$ cat config.mk
export PLATFORM = sky130hd
export DESIGN_NAME = alu_seq
export DESIGN_NICKNAME = d
export VERILOG_FILES = /design/src/rtl/alu_pkg.sv /design/src/rtl/alu_seq_muldiv.sv /design/src/rtl/alu_seq.sv
export SDC_FILE = /design/constraint.sdc
export NUM_CORES = 2
export LEC_CHECK = 0
export BUFFER_PORTS_ARGS = -buffer_cell sky130_fd_sc_hd__buf_4
export CELL_PAD_IN_SITES_DETAIL_PLACEMENT = 1
export CELL_PAD_IN_SITES_GLOBAL_PLACEMENT = 2
export CORE_ASPECT_RATIO = 0.7
export CORE_MARGIN = 4
export CORE_UTILIZATION = 45
export DETAILED_ROUTE_END_ITERATION = 8
export PLACE_DENSITY_LB_ADDON = 0.1
export SLEW_MARGIN = 20
export SYNTH_ARGS = -nofsm -noshare
export SYNTH_HDL_FRONTEND = slang
export SYNTH_SLANG_ARGS = --single-unit
$ cat constraint.sdc
create_clock -name clk -period 7.2 [get_ports clk]
set_clock_uncertainty 0.2 [all_clocks]
set_input_delay 1.44 -clock clk [delete_from_list [all_inputs] [get_ports clk]]
set_output_delay 1.44 -clock clk [all_outputs]
set_load 0.01 [all_outputs]
$ cat src/rtl/alu_pkg.sv
// Shared opcode, FSM state and flag-bundle definitions for the sequential ALU.
// Also holds the engine mode encoding and a flag-packing helper.
package alu_pkg;

   localparam logic [3:0] OP_ADD  = 4'h0;
   localparam logic [3:0] OP_SUB  = 4'h1;
   localparam logic [3:0] OP_MUL  = 4'h2;
   localparam logic [3:0] OP_DIV  = 4'h3;
   localparam logic [3:0] OP_INC  = 4'h4;
   localparam logic [3:0] OP_DEC  = 4'h5;
   localparam logic [3:0] OP_AND  = 4'h6;
   localparam logic [3:0] OP_OR   = 4'h7;
   localparam logic [3:0] OP_XOR  = 4'h8;
   localparam logic [3:0] OP_NOT  = 4'h9;
   localparam logic [3:0] OP_LD   = 4'hA;
   localparam logic [3:0] OP_ST   = 4'hB;
   localparam logic [3:0] OP_PASS = 4'hF;

   localparam logic [1:0] ST_IDLE = 2'd0;
   localparam logic [1:0] ST_EXEC = 2'd1;
   localparam logic [1:0] ST_DONE = 2'd2;

   localparam int FLAG_N    = 0;
   localparam int FLAG_Z    = 1;
   localparam int FLAG_C    = 2;
   localparam int FLAG_V    = 3;
   localparam int FLAG_DZ   = 4;
   localparam int NUM_FLAGS = 5;

   localparam logic MD_MUL = 1'b0;
   localparam logic MD_DIV = 1'b1;

   function automatic logic [NUM_FLAGS-1:0] pack_flags(input logic n, input logic z,
                                                       input logic c, input logic v,
                                                       input logic dz);
      logic [NUM_FLAGS-1:0] f;
      f          = '0;
      f[FLAG_N]  = n;
      f[FLAG_Z]  = z;
      f[FLAG_C]  = c;
      f[FLAG_V]  = v;
      f[FLAG_DZ] = dz;
      return f;
   endfunction

endpackage

$ cat src/rtl/alu_seq_muldiv.sv
// Iterative shift-add multiplier / restoring divider sharing one hi:lo register pair.
// Runs exactly W iterations after start; result and overflow are valid while done is high.
module alu_seq_muldiv
   import alu_pkg::*;
#(
   parameter int W = 16
) (
   input  logic         clk,
   input  logic         rst,
   input  logic         start,
   input  logic         mode,
   input  logic [W-1:0] a,
   input  logic [W-1:0] b,
   output logic         done,
   output logic [W-1:0] result,
   output logic         overflow
);

   localparam int CW = (W > 1) ? $clog2(W) : 1;

   logic          running;
   logic          mode_q;
   logic [CW-1:0] cnt;
   logic [W-1:0]  hi, lo, b_q;
   logic [W-1:0]  nhi, nlo;
   logic [W:0]    sum, shifted, diff;

   // MUL: hi:lo shifts right with a conditional add; DIV: remainder:quotient shifts left.
   always_comb begin
      sum     = {1'b0, hi} + (lo[0] ? {1'b0, b_q} : '0);
      shifted = {hi, lo[W-1]};
      diff    = shifted - {1'b0, b_q};
      if (mode_q == MD_MUL) begin
         nhi = sum[W:1];
         nlo = {sum[0], lo[W-1:1]};
      end else if (!diff[W]) begin
         nhi = diff[W-1:0];
         nlo = {lo[W-2:0], 1'b1};
      end else begin
         nhi = shifted[W-1:0];
         nlo = {lo[W-2:0], 1'b0};
      end
   end

   // The result of the final iteration is presented combinationally so the
   // caller can latch it on the same edge that completes iteration W-1.
   assign done     = running && (cnt == CW'(W - 1));
   assign result   = nlo;
   assign overflow = (mode_q == MD_MUL) && (|nhi);

   // NOTE: sequential state uses non-blocking assignments so every register samples pre-edge values.
   always_ff @(posedge clk) begin
      if (rst) begin
         running <= 1'b0;
         cnt     <= '0;
         mode_q  <= MD_MUL;
         hi      <= '0;
         lo      <= '0;
         b_q     <= '0;
      end else if (start) begin
         running <= 1'b1;
         cnt     <= '0;
         mode_q  <= mode;
         hi      <= '0;
         lo      <= a;
         b_q     <= b;
      end else if (running) begin
         hi <= nhi;
         lo <= nlo;
         if (done) begin
            running <= 1'b0;
            cnt     <= '0;
         end else begin
            cnt <= cnt + CW'(1);
         end
      end
   end

endmodule

$ cat src/rtl/alu_seq.sv
// Clocked ALU with valid/ready handshakes, registered result and N/Z/C/V/DZ flags,
// a scratch memory for LD/ST, and an iterative engine for MUL/DIV.
module alu_seq
   import alu_pkg::*;
#(
   parameter int W     = 16,
   parameter int DEPTH = 256,
   parameter int AW    = $clog2(DEPTH)
) (
   input  logic         clk,
   input  logic         rst,
   input  logic         in_valid,
   output logic         in_ready,
   input  logic [3:0]   opcode,
   input  logic [W-1:0] r,
   input  logic [W-1:0] s,
   output logic         out_valid,
   input  logic         out_ready,
   output logic [W-1:0] out,
   output logic         flag_n,
   output logic         flag_z,
   output logic         flag_c,
   output logic         flag_v,
   output logic         flag_dz,
   output logic         busy
);

   logic [1:0]           state;
   logic [NUM_FLAGS-1:0] flags;
   logic [W-1:0]         mem [DEPTH];

   logic         accept, is_div, div_zero, md_start, md_done, md_ovf;
   logic [W-1:0] md_result, res, b_op, rd_data;
   logic [W:0]   ext;
   logic         c_res, v_res;

   assign in_ready  = (state == ST_IDLE) || ((state == ST_DONE) && out_ready);
   assign out_valid = (state == ST_DONE);
   assign busy      = (state != ST_IDLE);
   assign accept    = in_valid && in_ready;
   assign is_div    = (opcode == OP_DIV);
   assign div_zero  = (s == '0);
   assign md_start  = accept && ((opcode == OP_MUL) || (is_div && !div_zero));
   assign rd_data   = mem[s[AW-1:0]];

   assign flag_n  = flags[FLAG_N];
   assign flag_z  = flags[FLAG_Z];
   assign flag_c  = flags[FLAG_C];
   assign flag_v  = flags[FLAG_V];
   assign flag_dz = flags[FLAG_DZ];

   alu_seq_muldiv #(.W(W)) u_muldiv (
      .clk      (clk),
      .rst      (rst),
      .start    (md_start),
      .mode     (is_div ? MD_DIV : MD_MUL),
      .a        (r),
      .b        (s),
      .done     (md_done),
      .result   (md_result),
      .overflow (md_ovf)
   );

   // NOTE: every signal gets a default before the case so no path can infer a latch.
   always_comb begin
      b_op  = ((opcode == OP_INC) || (opcode == OP_DEC)) ? W'(1) : s;
      res   = r;
      ext   = '0;
      c_res = 1'b0;
      v_res = 1'b0;
      case (opcode)
         OP_ADD, OP_INC: begin
            ext   = {1'b0, r} + {1'b0, b_op};
            res   = ext[W-1:0];
            c_res = ext[W];
            v_res = (r[W-1] == b_op[W-1]) && (res[W-1] != r[W-1]);
         end
         OP_SUB, OP_DEC: begin
            ext   = {1'b0, r} - {1'b0, b_op};
            res   = ext[W-1:0];
            c_res = ext[W];
            v_res = (r[W-1] != b_op[W-1]) && (res[W-1] != r[W-1]);
         end
         OP_AND:  res = r & s;
         OP_OR:   res = r | s;
         OP_XOR:  res = r ^ s;
         OP_NOT:  res = ~r;
         OP_LD:   res = rd_data;
         default: res = r;
      endcase
   end

   always_ff @(posedge clk) begin
      if (rst) begin
         state <= ST_IDLE;
         out   <= '0;
         flags <= '0;
      end else begin
         case (state)
            ST_IDLE, ST_DONE: begin
               if (accept) begin
                  if (md_start) begin
                     state <= ST_EXEC;
                  end else if (is_div) begin
                     out   <= '1;
                     flags <= pack_flags(1'b1, 1'b0, 1'b0, 1'b0, 1'b1);
                     state <= ST_DONE;
                  end else begin
                     out   <= res;
                     flags <= pack_flags(res[W-1], res == '0, c_res, v_res, 1'b0);
                     state <= ST_DONE;
                  end
               end else if ((state == ST_DONE) && out_ready) begin
                  state <= ST_IDLE;
               end
            end
            ST_EXEC: begin
               if (md_done) begin
                  out   <= md_result;
                  flags <= pack_flags(md_result[W-1], md_result == '0, md_ovf, 1'b0, 1'b0);
                  state <= ST_DONE;
               end
            end
            default: state <= ST_IDLE;
         endcase
      end
   end

   // NOTE: the scratch memory has no reset; contents survive rst and start undefined.
   always_ff @(posedge clk) begin
      if (!rst && accept && (opcode == OP_ST)) begin
         mem[s[AW-1:0]] <= r;
      end
   end

endmodule

==> flow_metrics.env <==
export IMPL_grt_start_max_net_pins=134
export IMPL_grt_pass1_vias=90550
export IMPL_worstPathRequired_ns=7.86
export IMPL_criticalPathCategory="in2reg"
export IMPL_syn_inst=8118
export IMPL_synth_area_top_cells="edfxtp_1 (74%), mux4_2 (13%), mux2i_1 (1.6%)"
export IMPL_yosysTopAreaCell="edfxtp_1"
export IMPL_ir_worst_vdd_mv=0.2182
export IMPL_critPathMaxStageDelay_ns=0.81
export IMPL_initialDrtViolationCount=14540
export IMPL_fp_coreArea_mm2=0.3641
export IMPL_grt_pass1_wl_um=788100
export IMPL_clock_latency_ns=0.98
export IMPL_synthesis_area_mm2=0.1652
export IMPL_critPathMaxFanout=24
export IMPL_tritoncts="built"
export IMPL_totalWireLength_um=578900
export IMPL_status="finished clean"
export IMPL_yosysUniqueCellTypes=89
export IMPL_syn_to_final_growth_pct=14.45
export IMPL_holdPathStages=2
export IMPL_vias=91640
export IMPL_crit_path_cell_trace="buf_4 > or2_2 > nor2_1 > nand3_1 > o211ai_1 > or4_1 > o31ai_1 > buf_4 > a22oi_1 > nor2_1 > nand4_1 > nand4b_1 > a21oi_1"
export IMPL_route_antenna_remaining_nets=0
export IMPL_hold_viol_final=0
export IMPL_path_clk_slew_ns=0.07
export IMPL_htreeDepth=5
export IMPL_rsz0062_at_grt="false"
export IMPL_final_cell_mix="edfxtp_1 (4096), mux4_2 (984), buf_4 (686)"
export IMPL_max_freq_ghz=0.1594
export IMPL_fp_dieH_um=514.9
export IMPL_final_layout_size_suffix_gt1_share_pct=28.63
export IMPL_ys_ff_latch=4172
export IMPL_period_needed_ns=6.273
export IMPL_fin_ws_ns=0.9274
export IMPL_wl_per_cell_um=41.28
export IMPL_die_area_mm2=0.3770
export IMPL_met1_usage_pct=46.38
export IMPL_critPathBufInv=2
export IMPL_start_util_pct=45.37
export IMPL_place_congestion=0.9434
export IMPL_worst_pin_slew_ns=1.369
export IMPL_gr_usage_met3_pct=8.972
export IMPL_cts_buffer_depth=4
export IMPL_firstDrtPassIters=5
export IMPL_async_flop_share_pct=0
export IMPL_critPathTopFamily="simple AND/OR/NAND/NOR gates"
export IMPL_busiest_layer="met1"
export IMPL_pre_cts_slack_ns=0.1423
export IMPL_synth_edf_count=4096
export IMPL_grtUsageTotal_pct=30.45
export IMPL_synth_simple_area_share_pct=2.896
export IMPL_io_pin_count=64
export IMPL_ys_flop_type="edfxtp_1"
export IMPL_worstHoldStart="out[4]"
export IMPL_drt_drc_violations_left=0
export IMPL_total_leakage_power_nw=60.16
export IMPL_max_cap_violations=0
export IMPL_r2r_cells=12
export IMPL_synth_compound_area_share_pct=3.861
export IMPL_syn_nets=8264
export IMPL_nNetsFinal=8962
export IMPL_fp_dieW_um=732.2
export IMPL_path_depth=13
export IMPL_yosys_area_share_adder_pct=0.8210
export IMPL_cts_resized=0
export IMPL_crit_path_start_kind="primary input"
export IMPL_overflow=0
export IMPL_antenna_found_initial=46
export IMPL_critPathLaunch="s[4]"
export IMPL_fin_crit_sh_pct=87.12
export IMPL_dp_hpwl_um=378100
export IMPL_dp_cells=13270
export IMPL_yosysWarnings=0
export IMPL_crit_path_end="flags[1]"
export IMPL_cp_end_kind="register"
export IMPL_cts_made_buffers=404
export IMPL_seq_area_frac_synth_pct=75.38
export IMPL_synth_xor_area_share_pct=0.1856
export IMPL_power_density_mw_per_mm2=270.0
export IMPL_cts_root_buffer="clkbuf_16"
export IMPL_r2r_start="mem[119][10]"
export IMPL_slew_viol_final=0
export IMPL_r2r_end="flags[1]"
export IMPL_via_per_inst=6.535
export IMPL_cts_hold_buf=0
export IMPL_maxSlewHeadroom_pct=8.704
export IMPL_crit_slowest_cell="o31ai_1"
export IMPL_rows=185
export IMPL_synth_top_family_by_area="multiplexers"
export IMPL_regToRegSetupSlack_ns=2.15
export IMPL_use_met2_pct=42.13
export IMPL_layoutNonFillerInstCount=14020
export IMPL_final_common_cell="edfxtp_1"
export IMPL_synth_area_mux_share_pct=15.19
export IMPL_setup_viol=0
export IMPL_clock_sinks=4172
export IMPL_portBuffers=63
export IMPL_hold_path_class="reg2reg"
export IMPL_arrival_ns=6.93
export IMPL_avgSynthCellArea_um2=20.35
export IMPL_yosys_area_top_type_share_pct=74.46
export IMPL_cts_setup_buffers=0
-- logic make-up after synthesis --
kind of cell | Yosys count
mux | 1269
compound gates | 908
buf+inv | 560
fa+ha+maj | 106
flops | 4172
xor+xnor | 35
simple gates | 1068
-- Yosys cell counts (21+ instances only) --
library cell	number
a211oi_1	30
a21oi_1	181
a221oi_1	71
a22o_1	44
a22oi_1	209
and2_1	26
buf_1	63
buf_2	134
buf_4	25
buf_6	36
clkbuf_1	197
dfxtp_1	76
edfxtp_1	4096
ha_1	102
inv_1	90
mux2_2	21
mux2i_1	261
mux4_2	984
nand2_1	324
nand3_1	105
nand4_1	35
nor2_1	403
nor2b_1	26
nor3_1	45
o211ai_1	38
o21ai_0	106
o22ai_1	45
xnor2_1	22
-- final cells by class --
class | instances | area, um^2
multi-input combinational | 3386 | 38790
timing repair buffer | 755 | 6459
tap | 4862 | 6083
sequential | 4172 | 124500
inverter | 97 | 376.6
clock buffer | 492 | 10620
clock inverter | 238 | 2170
fill | 32100 | 175000
antenna | 20 | 50.05
-- worst register-to-register path, stage by stage (launching register included) --
cell and delay [ns]:
edfxtp_1 0.36, mux4_2 0.54, a22oi_1 0.56, buf_4 0.25, o22ai_1 0.24, a311oi_2 0.57
nand4_1 0.61, o31ai_1 0.56, a32oi_1 0.21, nor4_1 0.29, nand4_1 0.18, nand4b_1 0.24
a21oi_1 0.19
-- registers in the layout, summed over array words and instances, names as in the netlist --
register          cells
u_muldiv.b_q         16
state                 2
u_muldiv.cnt          4
out                  15
flags                 5
u_muldiv.running      1
u_muldiv.lo          16
u_muldiv.mode_q       1
mem                4096
u_muldiv.hi          16
-- routing by layer --
| metal | wire (um) | up-vias |
|---|---|---|
| met5 | 27 | - |
| met4 | 20850 | 4 |
| met3 | 69300 | 861 |
| met2 | 241200 | 5406 |
| met1 | 247500 | 50090 |
| li1 | - | 35280 |
-- where the power goes --
| group | switching, W | total (W) | internal [W] | leakage, nW |
|---|---|---|---|---|
| Clock | 0.00935 | 0.0210 | 0.0117 | 6.25 |
| Combinational | 0.00229 | 0.00333 | 0.00104 | 16.5 |
| Sequential | 0.0000223 | 0.0267 | 0.0267 | 37.4 |
-- worst min path at each step --
| stage | to | slack (ns) |
|---|---|---|
| final | out[4] | 0.26 |
| after global routing | flags[3] | 0.28 |
| after CTS | out[4] | 0.26 |
| after global placement | out[1] | 0.25 |
| after floorplan | u_muldiv.b_q[10] | 0.24 |
| after detailed placement | out[4] | 0.25 |
-- per-stage QoR --
step	setup TNS [ns]	area [um^2]	hold WS (ns)	util (%)	total power, W
after floorplan	0	165200	0.2447	-	0.02868
after global placement	-0.7707	176100	0.2467	48.36	0.03041
after detailed placement	0	176200	0.2529	48.38	0.03047
after CTS	0	188900	0.2609	51.89	0.05127
after global routing	0	189000	0.2825	51.92	0.05248
final	0	189100	0.2595	51.93	0.05105
No activity file was read; power rests on OpenSTA's default activity.
